File: src/rtl/data_sram_ctrl_pkg.sv
// Shared types and defaults for the CPU data-memory to async-SRAM controller.
package data_sram_ctrl_pkg;

  typedef enum logic [2:0] {
    IDLE  = 3'd0,
    READ  = 3'd1,
    WRITE = 3'd2,
    WHOLD = 3'd3,
    DONE  = 3'd4
  } sram_state_t;

  localparam int SRAM_ADDR_W     = 20;
  localparam int SRAM_READ_WAIT  = 2;
  localparam int SRAM_WRITE_WAIT = 2;
  localparam int SRAM_CNT_W      = 8;

  // The wait counter counts down to zero, so a phase of N cycles loads N-1.
  function automatic logic [SRAM_CNT_W-1:0] wait_load(input int unsigned waits);
    return SRAM_CNT_W'(waits - 32'd1);
  endfunction

endpackage

File: src/rtl/data_sram_ctrl_if.sv
// CPU mem-stage data port as seen by the SRAM controller (names relative to the controller).
interface data_sram_ctrl_if;

  logic [31:0] ram_addr_i;
  logic [31:0] ram_data_i;
  logic        ram_re_i;
  logic        ram_we_i;
  logic [3:0]  ram_mask_i;
  logic [31:0] ram_data_o;
  logic        stallreq_o;

  modport master (
    output ram_addr_i, ram_data_i, ram_re_i, ram_we_i, ram_mask_i,
    input  ram_data_o, stallreq_o
  );

  modport slave (
    input  ram_addr_i, ram_data_i, ram_re_i, ram_we_i, ram_mask_i,
    output ram_data_o, stallreq_o
  );

endinterface

File: src/rtl/data_sram_ctrl.sv
// Turns single-cycle CPU data requests into multi-cycle async-SRAM transactions,
// stalling the pipeline until the access has completed.
module data_sram_ctrl
  import data_sram_ctrl_pkg::*;
#(
  parameter int ADDR_W     = SRAM_ADDR_W,
  parameter int READ_WAIT  = SRAM_READ_WAIT,
  parameter int WRITE_WAIT = SRAM_WRITE_WAIT
) (
  input  logic              clk,
  input  logic              rst,
  data_sram_ctrl_if.slave   cpu,
  output logic [ADDR_W-1:0] sram_addr_o,
  input  logic [31:0]       sram_data_i,
  output logic [31:0]       sram_data_o,
  output logic              sram_data_oe_o,
  output logic              sram_ce_n_o,
  output logic              sram_oe_n_o,
  output logic              sram_we_n_o,
  output logic [3:0]        sram_be_n_o
);

  sram_state_t             r_state;
  logic [SRAM_CNT_W-1:0]   r_cnt;
  logic [ADDR_W-1:0]       r_addr;
  logic [31:0]             r_wdata;
  logic [31:0]             r_rdata;
  logic                    r_data_oe;
  logic                    r_ce_n;
  logic                    r_oe_n;
  logic                    r_we_n;
  logic [3:0]              r_be_n;

  sram_state_t             w_state_nxt;
  logic [SRAM_CNT_W-1:0]   w_cnt_nxt;
  logic [ADDR_W-1:0]       w_addr_nxt;
  logic [31:0]             w_wdata_nxt;
  logic [31:0]             w_rdata_nxt;
  logic                    w_data_oe_nxt;
  logic                    w_ce_n_nxt;
  logic                    w_oe_n_nxt;
  logic                    w_we_n_nxt;
  logic [3:0]              w_be_n_nxt;
  logic                    w_unused_addr;

  // Byte offset and address bits above the SRAM window are not decoded here.
  assign w_unused_addr = ^{cpu.ram_addr_i[1:0], cpu.ram_addr_i[31:ADDR_W+2]};

  // Next state and next values of all registered SRAM-side outputs.
  always_comb begin
    w_state_nxt   = r_state;
    w_cnt_nxt     = r_cnt;
    w_addr_nxt    = r_addr;
    w_wdata_nxt   = r_wdata;
    w_rdata_nxt   = r_rdata;
    w_data_oe_nxt = r_data_oe;
    w_ce_n_nxt    = r_ce_n;
    w_oe_n_nxt    = r_oe_n;
    w_we_n_nxt    = r_we_n;
    w_be_n_nxt    = r_be_n;
    case (r_state)
      IDLE: begin
        if (cpu.ram_we_i) begin
          w_addr_nxt    = cpu.ram_addr_i[ADDR_W+1:2];
          w_wdata_nxt   = cpu.ram_data_i;
          w_be_n_nxt    = ~cpu.ram_mask_i;
          w_ce_n_nxt    = 1'b0;
          w_we_n_nxt    = 1'b0;
          w_data_oe_nxt = 1'b1;
          w_cnt_nxt     = wait_load(WRITE_WAIT);
          w_state_nxt   = WRITE;
        end else if (cpu.ram_re_i) begin
          w_addr_nxt    = cpu.ram_addr_i[ADDR_W+1:2];
          w_be_n_nxt    = 4'h0;
          w_ce_n_nxt    = 1'b0;
          w_oe_n_nxt    = 1'b0;
          w_cnt_nxt     = wait_load(READ_WAIT);
          w_state_nxt   = READ;
        end else begin
          w_state_nxt   = IDLE;
        end
      end
      READ: begin
        if (r_cnt == {SRAM_CNT_W{1'b0}}) begin
          w_rdata_nxt = sram_data_i;
          w_ce_n_nxt  = 1'b1;
          w_oe_n_nxt  = 1'b1;
          w_be_n_nxt  = 4'hF;
          w_state_nxt = DONE;
        end else begin
          w_cnt_nxt   = r_cnt - SRAM_CNT_W'(1);
        end
      end
      WRITE: begin
        if (r_cnt == {SRAM_CNT_W{1'b0}}) begin
          w_we_n_nxt  = 1'b1;
          w_state_nxt = WHOLD;
        end else begin
          w_cnt_nxt   = r_cnt - SRAM_CNT_W'(1);
        end
      end
      WHOLD: begin
        // Data and address stay driven one cycle past we_n rising for hold time.
        w_ce_n_nxt    = 1'b1;
        w_data_oe_nxt = 1'b0;
        w_be_n_nxt    = 4'hF;
        w_state_nxt   = DONE;
      end
      DONE: begin
        w_state_nxt = IDLE;
      end
      default: begin
        w_ce_n_nxt    = 1'b1;
        w_oe_n_nxt    = 1'b1;
        w_we_n_nxt    = 1'b1;
        w_be_n_nxt    = 4'hF;
        w_data_oe_nxt = 1'b0;
        w_state_nxt   = IDLE;
      end
    endcase
  end

  // State, counter and output registers; reset drops every strobe immediately.
  always_ff @(posedge clk or posedge rst) begin
    if (rst) begin
      r_state   <= IDLE;
      r_cnt     <= {SRAM_CNT_W{1'b0}};
      r_addr    <= {ADDR_W{1'b0}};
      r_wdata   <= 32'h0;
      r_rdata   <= 32'h0;
      r_data_oe <= 1'b0;
      r_ce_n    <= 1'b1;
      r_oe_n    <= 1'b1;
      r_we_n    <= 1'b1;
      r_be_n    <= 4'hF;
    end else begin
      r_state   <= w_state_nxt;
      r_cnt     <= w_cnt_nxt;
      r_addr    <= w_addr_nxt;
      r_wdata   <= w_wdata_nxt;
      r_rdata   <= w_rdata_nxt;
      r_data_oe <= w_data_oe_nxt;
      r_ce_n    <= w_ce_n_nxt;
      r_oe_n    <= w_oe_n_nxt;
      r_we_n    <= w_we_n_nxt;
      r_be_n    <= w_be_n_nxt;
    end
  end

  // The stall must rise in the same cycle the request appears, so it is combinational.
  assign cpu.stallreq_o = !rst &&
                          (((r_state == IDLE) && (cpu.ram_re_i || cpu.ram_we_i)) ||
                           (r_state inside {READ, WRITE, WHOLD}));
  assign cpu.ram_data_o = r_rdata;

  assign sram_addr_o    = r_addr;
  assign sram_data_o    = r_wdata;
  assign sram_data_oe_o = r_data_oe;
  assign sram_ce_n_o    = r_ce_n;
  assign sram_oe_n_o    = r_oe_n;
  assign sram_we_n_o    = r_we_n;
  assign sram_be_n_o    = r_be_n;

endmodule
File: src/flat_wrapper.sv
// flat-port wrapper written by rule: the top's interface ports become plain ports
module data_sram_ctrl_flat import data_sram_ctrl_pkg::*;
#(
  parameter int ADDR_W     = SRAM_ADDR_W,
  parameter int READ_WAIT  = SRAM_READ_WAIT,
  parameter int WRITE_WAIT = SRAM_WRITE_WAIT
)
  (clk, rst, sram_addr_o, sram_data_i, sram_data_o, sram_data_oe_o, sram_ce_n_o, sram_oe_n_o, sram_we_n_o, sram_be_n_o, cpu_ram_addr_i, cpu_ram_data_i, cpu_ram_re_i, cpu_ram_we_i, cpu_ram_mask_i, cpu_ram_data_o, cpu_stallreq_o);
  data_sram_ctrl_if cpu_i ();
  input  logic clk;
  input  logic rst;
  output logic [ADDR_W-1:0] sram_addr_o;
  input  logic [31:0] sram_data_i;
  output logic [31:0] sram_data_o;
  output logic sram_data_oe_o;
  output logic sram_ce_n_o;
  output logic sram_oe_n_o;
  output logic sram_we_n_o;
  output logic [3:0] sram_be_n_o;
  input wire logic [$bits(cpu_i.ram_addr_i)-1:0] cpu_ram_addr_i;
  input wire logic [$bits(cpu_i.ram_data_i)-1:0] cpu_ram_data_i;
  input wire logic [$bits(cpu_i.ram_re_i)-1:0] cpu_ram_re_i;
  input wire logic [$bits(cpu_i.ram_we_i)-1:0] cpu_ram_we_i;
  input wire logic [$bits(cpu_i.ram_mask_i)-1:0] cpu_ram_mask_i;
  output wire logic [$bits(cpu_i.ram_data_o)-1:0] cpu_ram_data_o;
  output wire logic [$bits(cpu_i.stallreq_o)-1:0] cpu_stallreq_o;
  assign cpu_i.ram_addr_i = cpu_ram_addr_i;
  assign cpu_i.ram_data_i = cpu_ram_data_i;
  assign cpu_i.ram_re_i = cpu_ram_re_i;
  assign cpu_i.ram_we_i = cpu_ram_we_i;
  assign cpu_i.ram_mask_i = cpu_ram_mask_i;
  assign cpu_ram_data_o = cpu_i.ram_data_o;
  assign cpu_stallreq_o = cpu_i.stallreq_o;
  data_sram_ctrl #(.ADDR_W(ADDR_W), .READ_WAIT(READ_WAIT), .WRITE_WAIT(WRITE_WAIT)) u_core (.clk(clk), .rst(rst), .cpu(cpu_i), .sram_addr_o(sram_addr_o), .sram_data_i(sram_data_i), .sram_data_o(sram_data_o), .sram_data_oe_o(sram_data_oe_o), .sram_ce_n_o(sram_ce_n_o), .sram_oe_n_o(sram_oe_n_o), .sram_we_n_o(sram_we_n_o), .sram_be_n_o(sram_be_n_o));
endmodule
File: config.mk
export PLATFORM = sky130hd
export DESIGN_NAME = data_sram_ctrl_flat
export DESIGN_NICKNAME = d
export VERILOG_FILES = /design/src/rtl/data_sram_ctrl_pkg.sv /design/src/rtl/data_sram_ctrl_if.sv /design/src/rtl/data_sram_ctrl.sv /design/src/flat_wrapper.sv
export SDC_FILE = /design/constraint.sdc
export NUM_CORES = 1
export LEC_CHECK = 0
export BUFFER_PORTS_ARGS = -buffer_cell sky130_fd_sc_hd__clkbuf_2
export CORE_MARGIN = 8
export CORE_UTILIZATION = 45
export CTS_CLUSTER_DIAMETER = 80
export DETAILED_ROUTE_END_ITERATION = 8
export PLACE_DENSITY = 0.88
export SETUP_SLACK_MARGIN = 0.4
export SLEW_MARGIN = 20
export SYNTH_ARGS = -nofsm -noshare
export SYNTH_HDL_FRONTEND = slang
export SYNTH_SLANG_ARGS = --single-unit
File: constraint.sdc
create_clock -name clk -period 5.3 [get_ports clk]
set_clock_uncertainty 0.1 [all_clocks]
set_input_delay 0.265 -clock clk [delete_from_list [all_inputs] [get_ports clk]]
set_output_delay 0.265 -clock clk [all_outputs]
set_load 0.02 [all_outputs]
# ---- Word level (Yosys, flattened, before mapping)
# Index checks and enable logic that the tools add are counted.
dict set report word_totals {
  input_bits 104
  register_bits 103
}
dict set report classes {
  muxes 25
  eq_ne 11
  bitwise 5
  n_reduce_logical 24
  n_addsub 1
}
# cell count
set ops {}
lappend ops {{$mux 20} 2}
lappend ops {{$mux 8} 3}
lappend ops {{$pmux 8 s2} 1}
lappend ops {{$mux 4} 3}
lappend ops {{$pmux 3 s4} 1}
lappend ops {{$pmux 4 s3} 1}
lappend ops {{$reduce_and 2->1} 5}
lappend ops {{$mux 3} 3}
lappend ops {{$pmux 1 s3} 3}
lappend ops {{$reduce_and 3->1} 3}
lappend ops {{$reduce_or 3->1} 3}
lappend ops {{$logic_not 8->1} 1}
lappend ops {{$ne 2x2->1 const B} 4}
lappend ops {{$sub 8x1->8 const B} 1}
lappend ops {{$mux 1} 7}
lappend ops {{$eq 3x2->1 const B} 2}
lappend ops {{$ne 2x1->1 const B} 2}
lappend ops {{$not 1->1} 4}
lappend ops {{$not 4->4} 1}
lappend ops {{$reduce_and 4->1} 1}
lappend ops {{$reduce_bool 2->1} 2}
lappend ops {{$reduce_or 2->1} 2}
lappend ops {{$eq 3x1->1 const B} 1}
lappend ops {{$eq 3x3->1 const B} 1}
lappend ops {{other kinds (7)} 9}

# ---- Depth between registers and ports, before layout
dict set report logic_depth {
  depth_word 4
  depth_mapped 7
  mapped_depth_nobuf 6
}

# ---- Worst setup path after synthesis
# OpenSTA, ideal clock, no wires.
dict set report synth_timing {
  path_type {reg-to-reg}
  from {register u_core.r_state[0]}
  to {register u_core.r_rdata[0], in the netlist u_core.cpu.ram_data_o[0]}
  required_ns 5.075
  t_arrival_ns 1.689
  setup_ns 0.125
  n_path_buf 2
  path_stages_with_launch 7
  path_slack_ns 3.386
  path_cell_list {dfrtp_1 > buf_6 > inv_2 > or3_4 > nor3_4 > buf_6 > mux2_2}
}
dict set report synth_via {
  elab_chain_len 2
}
# item line
set synth_lines {}
lappend synth_lines {{from (decl)} data_sram_ctrl.sv:23} ;# sram_state_t r_state;
lappend synth_lines {{from (signal assigned)} data_sram_ctrl.sv:137} ;# r_state <= w_state_nxt;
lappend synth_lines {{$eq 3x1->1} data_sram_ctrl.sv:61} ;# case (r_state)
lappend synth_lines {{$reduce_and 2->1 (no line)} n/a}
lappend synth_lines {{to (signal assigned)} data_sram_ctrl.sv:141} ;# r_rdata <= w_rdata_nxt;
lappend synth_lines {{to (decl)} data_sram_ctrl.sv:27} ;# logic [31:0] r_rdata;
# Every way passes these cells.
# A chain may end at the register's enable or synchronous reset.

# ---- Worst setup path in the final report
dict set report layout_timing {
  from {register u_core.r_cnt[2]}
  to {register u_core.r_rdata[18], in the netlist u_core.cpu.ram_data_o[18]}
}
dict set report layout_via {
  elab_chain_len 2
}
# item line
set layout_lines {}
lappend layout_lines {{from (decl)} data_sram_ctrl.sv:24} ;# logic [SRAM_CNT_W-1:0] r_cnt;
lappend layout_lines {{from (signal assigned)} data_sram_ctrl.sv:127} ;# r_cnt <= {SRAM_CNT_W{1'b0}};
lappend layout_lines {{from (signal assigned)} data_sram_ctrl.sv:138} ;# r_cnt <= w_cnt_nxt;
lappend layout_lines {{$logic_not 8->1} data_sram_ctrl.sv:84} ;# if (r_cnt == {SRAM_CNT_W{1'b0}}) begin
lappend layout_lines {{$reduce_and 2->1 (no line)} n/a}
# Every way passes these cells.

==> impl_metrics.ini <==
[critical_path]
crit_path_start_kind = flop
criticalPathCategory = reg -> reg
critPathArrivalTime_ns = 2.38
crit_fanout = 32
end_kind = flop
reg2reg_slack_ns = 3.04
worstPathRequired_ns = 5.42
rr_worst_depth = 5

[global_route]
antenna_found_initial = 0
track_usage_pct = 16.8
use_met3_pct = 6.92
met1_usage_pct = 18.1
grt_pass1_vias = 3536
grt-ovfl-total = 0
grt_util_met2_pct = 29.4
grt.busiest_layer = met2
grt_pass1_wl_mm = 17.3
grt_start_max_net_pins = 67

[timing]
finalSetupViolations = 0
finalCritPeriodShare_pct = 42.6
hold_slack_ns = 0.0243
tightest_slew_ns = 0.823
max_freq_mhz = 442
hold_viol_final = 0
fin_tns_setup_ns = 0
layout_setup_ws_ns = 3.04
max_slew_margin_pct = 45.1
rsz0062_at_grt = false
slew_viol_final = 0
fin_crit_ns = 2.26

[power_and_ir_drop]
internal_power_w = 0.00210
p_switching_w = 0.00152
clock_power_share_pct = 13.7
peakVddDrop_uv = 367
swShare_pct = 42.0
power.density_nw_per_um2 = 644
p_seq_share_pct = 39.0
pwr-share-comb_pct = 47.3
p_leak_nw = 2.88

[clock_tree]
post_cts_buffers = 0
numCtsBuffers = 9
cts_resized = 0
htreeDepth = 3
clock_latency_ns = 0.35
clock-root-buffer = clkbuf_8
cts_tree = built
clk_pin_slew_worst_paths_ns = 0.09
cts.path.max_buffers = 2
cts_num_sinks = 103

[routing]
routed_wl_mm = 10.6
drt-initial-drc-count = 177
wire_per_inst_um = 16.5
vias = 3266
firstDrtPassIters = 4
drc = 0
via_per_inst = 5.07
drtAntennaViolNets = 0

[synth]
syn_area_um2 = 4220
synth_ff_type = dfrtp_1
yosysWarnings = 0
synth_edf_count = 0
synthDistinctLibCells = 41
syn_inst = 324
syn_area_per_cell_um2 = 13.0
ys_top_cells_by_area = dfrtp_1 57%, mux2_2 15%, nand2_1 5.8%, dfstp_2 4.4%, mux2_4 3.6%
yosysTopAreaCellShare_pct = 56.9
seq_area_frac_synth_pct = 61.3
ys_seq_elements = 103
ys_async_sr_fraction_pct = 100
synth_top_area_cell = dfrtp_1
synthesis.nets = 430

[cells_and_area]
fin_nets = 634
antennaDiodeCount = 0
final_cell_mix = 184 x clkbuf_2, 96 x dfrtp_1, 65 x nand2_1, 55 x mux2_2, 22 x dlygate4sd3_1
final_common_cell = clkbuf_2
area_growth_pct = 33.5
nFillCells = 708
drive_gt1_share_pct = 53.3

[floorplan]
die_h_um = 113
rows = 35
core_area_um2 = 9150
start_util_pct = 46.1
die_w_um = 113
pin_count = 197
dieArea_um2 = 12700

[outcome]
status = finished, final reports clean

[worst_hold_path]
hp-class = in -> reg
holdPathStages = 3

[placement]
dp_hpwl_mm = 7.99
place_congestion = 0.813
post-place-ws_ns = 3.06
io_buffers = 184

[job]
maxCapViolations = 0
## synth_stat cells (4+ instances only)
master and n:
nand2b_1 7, dfstp_2 7, o21ai_0 6, dfrtp_1 96, a21oi_1 7, a211oi_1 4, inv_1 5, clkbuf_1 5
nand2_1 65, nor3_1 7, buf_2 6, or3_1 4, a2bb2oi_1 4, mux2_4 10, mux2_2 55
## per-stage QoR
| step | utilization, % | total power [W] | cell area, um^2 | instances |
|---|---|---|---|---|
| after floorplan | - | 0.00258 | 4220 | 324 |
| after global placement | 56.9 | 0.00306 | 5210 | 606 |
| after detailed placement | 56.9 | 0.00315 | 5210 | 606 |
| after CTS | 61.4 | 0.00366 | 5620 | 643 |
| after global routing | 61.6 | 0.00387 | 5630 | 644 |
| final | 61.6 | 0.00363 | 5630 | 644 |
## worst paths after layout
kind	start	to
worst max-delay path	u_core.r_cnt[2]$_DFFE_PP0P_	u_core.cpu.ram_data_o[18]$_DFFE_PP0P_
worst min-delay path	cpu_ram_addr_i[5]	u_core.sram_addr_o[3]$_DFFE_PP0P_
worst max register to register	u_core.r_cnt[2]$_DFFE_PP0P_	u_core.cpu.ram_data_o[18]$_DFFE_PP0P_
worst min register to register	u_core.r_cnt[0]$_DFFE_PP0P_	u_core.r_cnt[0]$_DFFE_PP0P_
max in group asynchronous	rst	u_core.sram_addr_o[4]$_DFFE_PP0P_
min in group asynchronous	rst	u_core.cpu.ram_data_o[4]$_DFFE_PP0P_
## critical path: stages (launching register included)
cell,delay [ns]
dfrtp_1,0.47
nor4_4,0.42
nand2b_1,0.20
nor3_4,0.13
buf_4,0.41
mux2_2,0.39
## area by class of cell
class	instances	area, um^2	area share, %
flip-flops and latches	103	2590	45.9
multi-input cells	198	1510	26.8
repair buffers	210	1170	20.8
well taps	111	139	2.47
clock buffers	10	128	2.27
clock inverters	6	75.1	1.33
inverters	6	25.0	0.444
## registers in the layout, summed over array words and instances (netlist names), 3 cells and up
signal,cells
u_core.cpu.ram_data_o,32
u_core.r_cnt,8
u_core.r_state,3
u_core.sram_addr_o,20
u_core.sram_be_n_o,4
u_core.sram_data_o,32
## layer usage
layer	up-vias	wire length, um
met4	0	184
met5	-	0
li1	1528	-
met3	16	924
met1	1577	4160
met2	145	5380
## power groups by stage
stage / logic (W) / registers, W / clock network (W)
2_1_floorplan: 0.000785 / 0.00179 / 0
3_3_place_gp: 0.00166 / 0.00139 / 0
3_5_place_dp: 0.00172 / 0.00142 / 0
4_1_cts: 0.00173 / 0.00141 / 0.000514
5_1_grt: 0.00186 / 0.00146 / 0.000546
6_report: 0.00172 / 0.00141 / 0.000498
## repair_timing
item                       in CTS  in global routing
hold endpoints to repair       57                  1
hold buffers                   21                  1
setup endpoints to repair       0                  0
## logic make-up after synthesis
logic type / share of synthesized area [%]
adder cells (fa/ha/maj): 0.593
buffers and inverters: 3.11
XOR/XNOR: 0.208
multiplexers: 18.2
flip-flops: 61.3
AO/OA/AOI/OAI: 4.98
AND/OR/NAND/NOR: 11.6
Power figures use the tool's default switching activity.
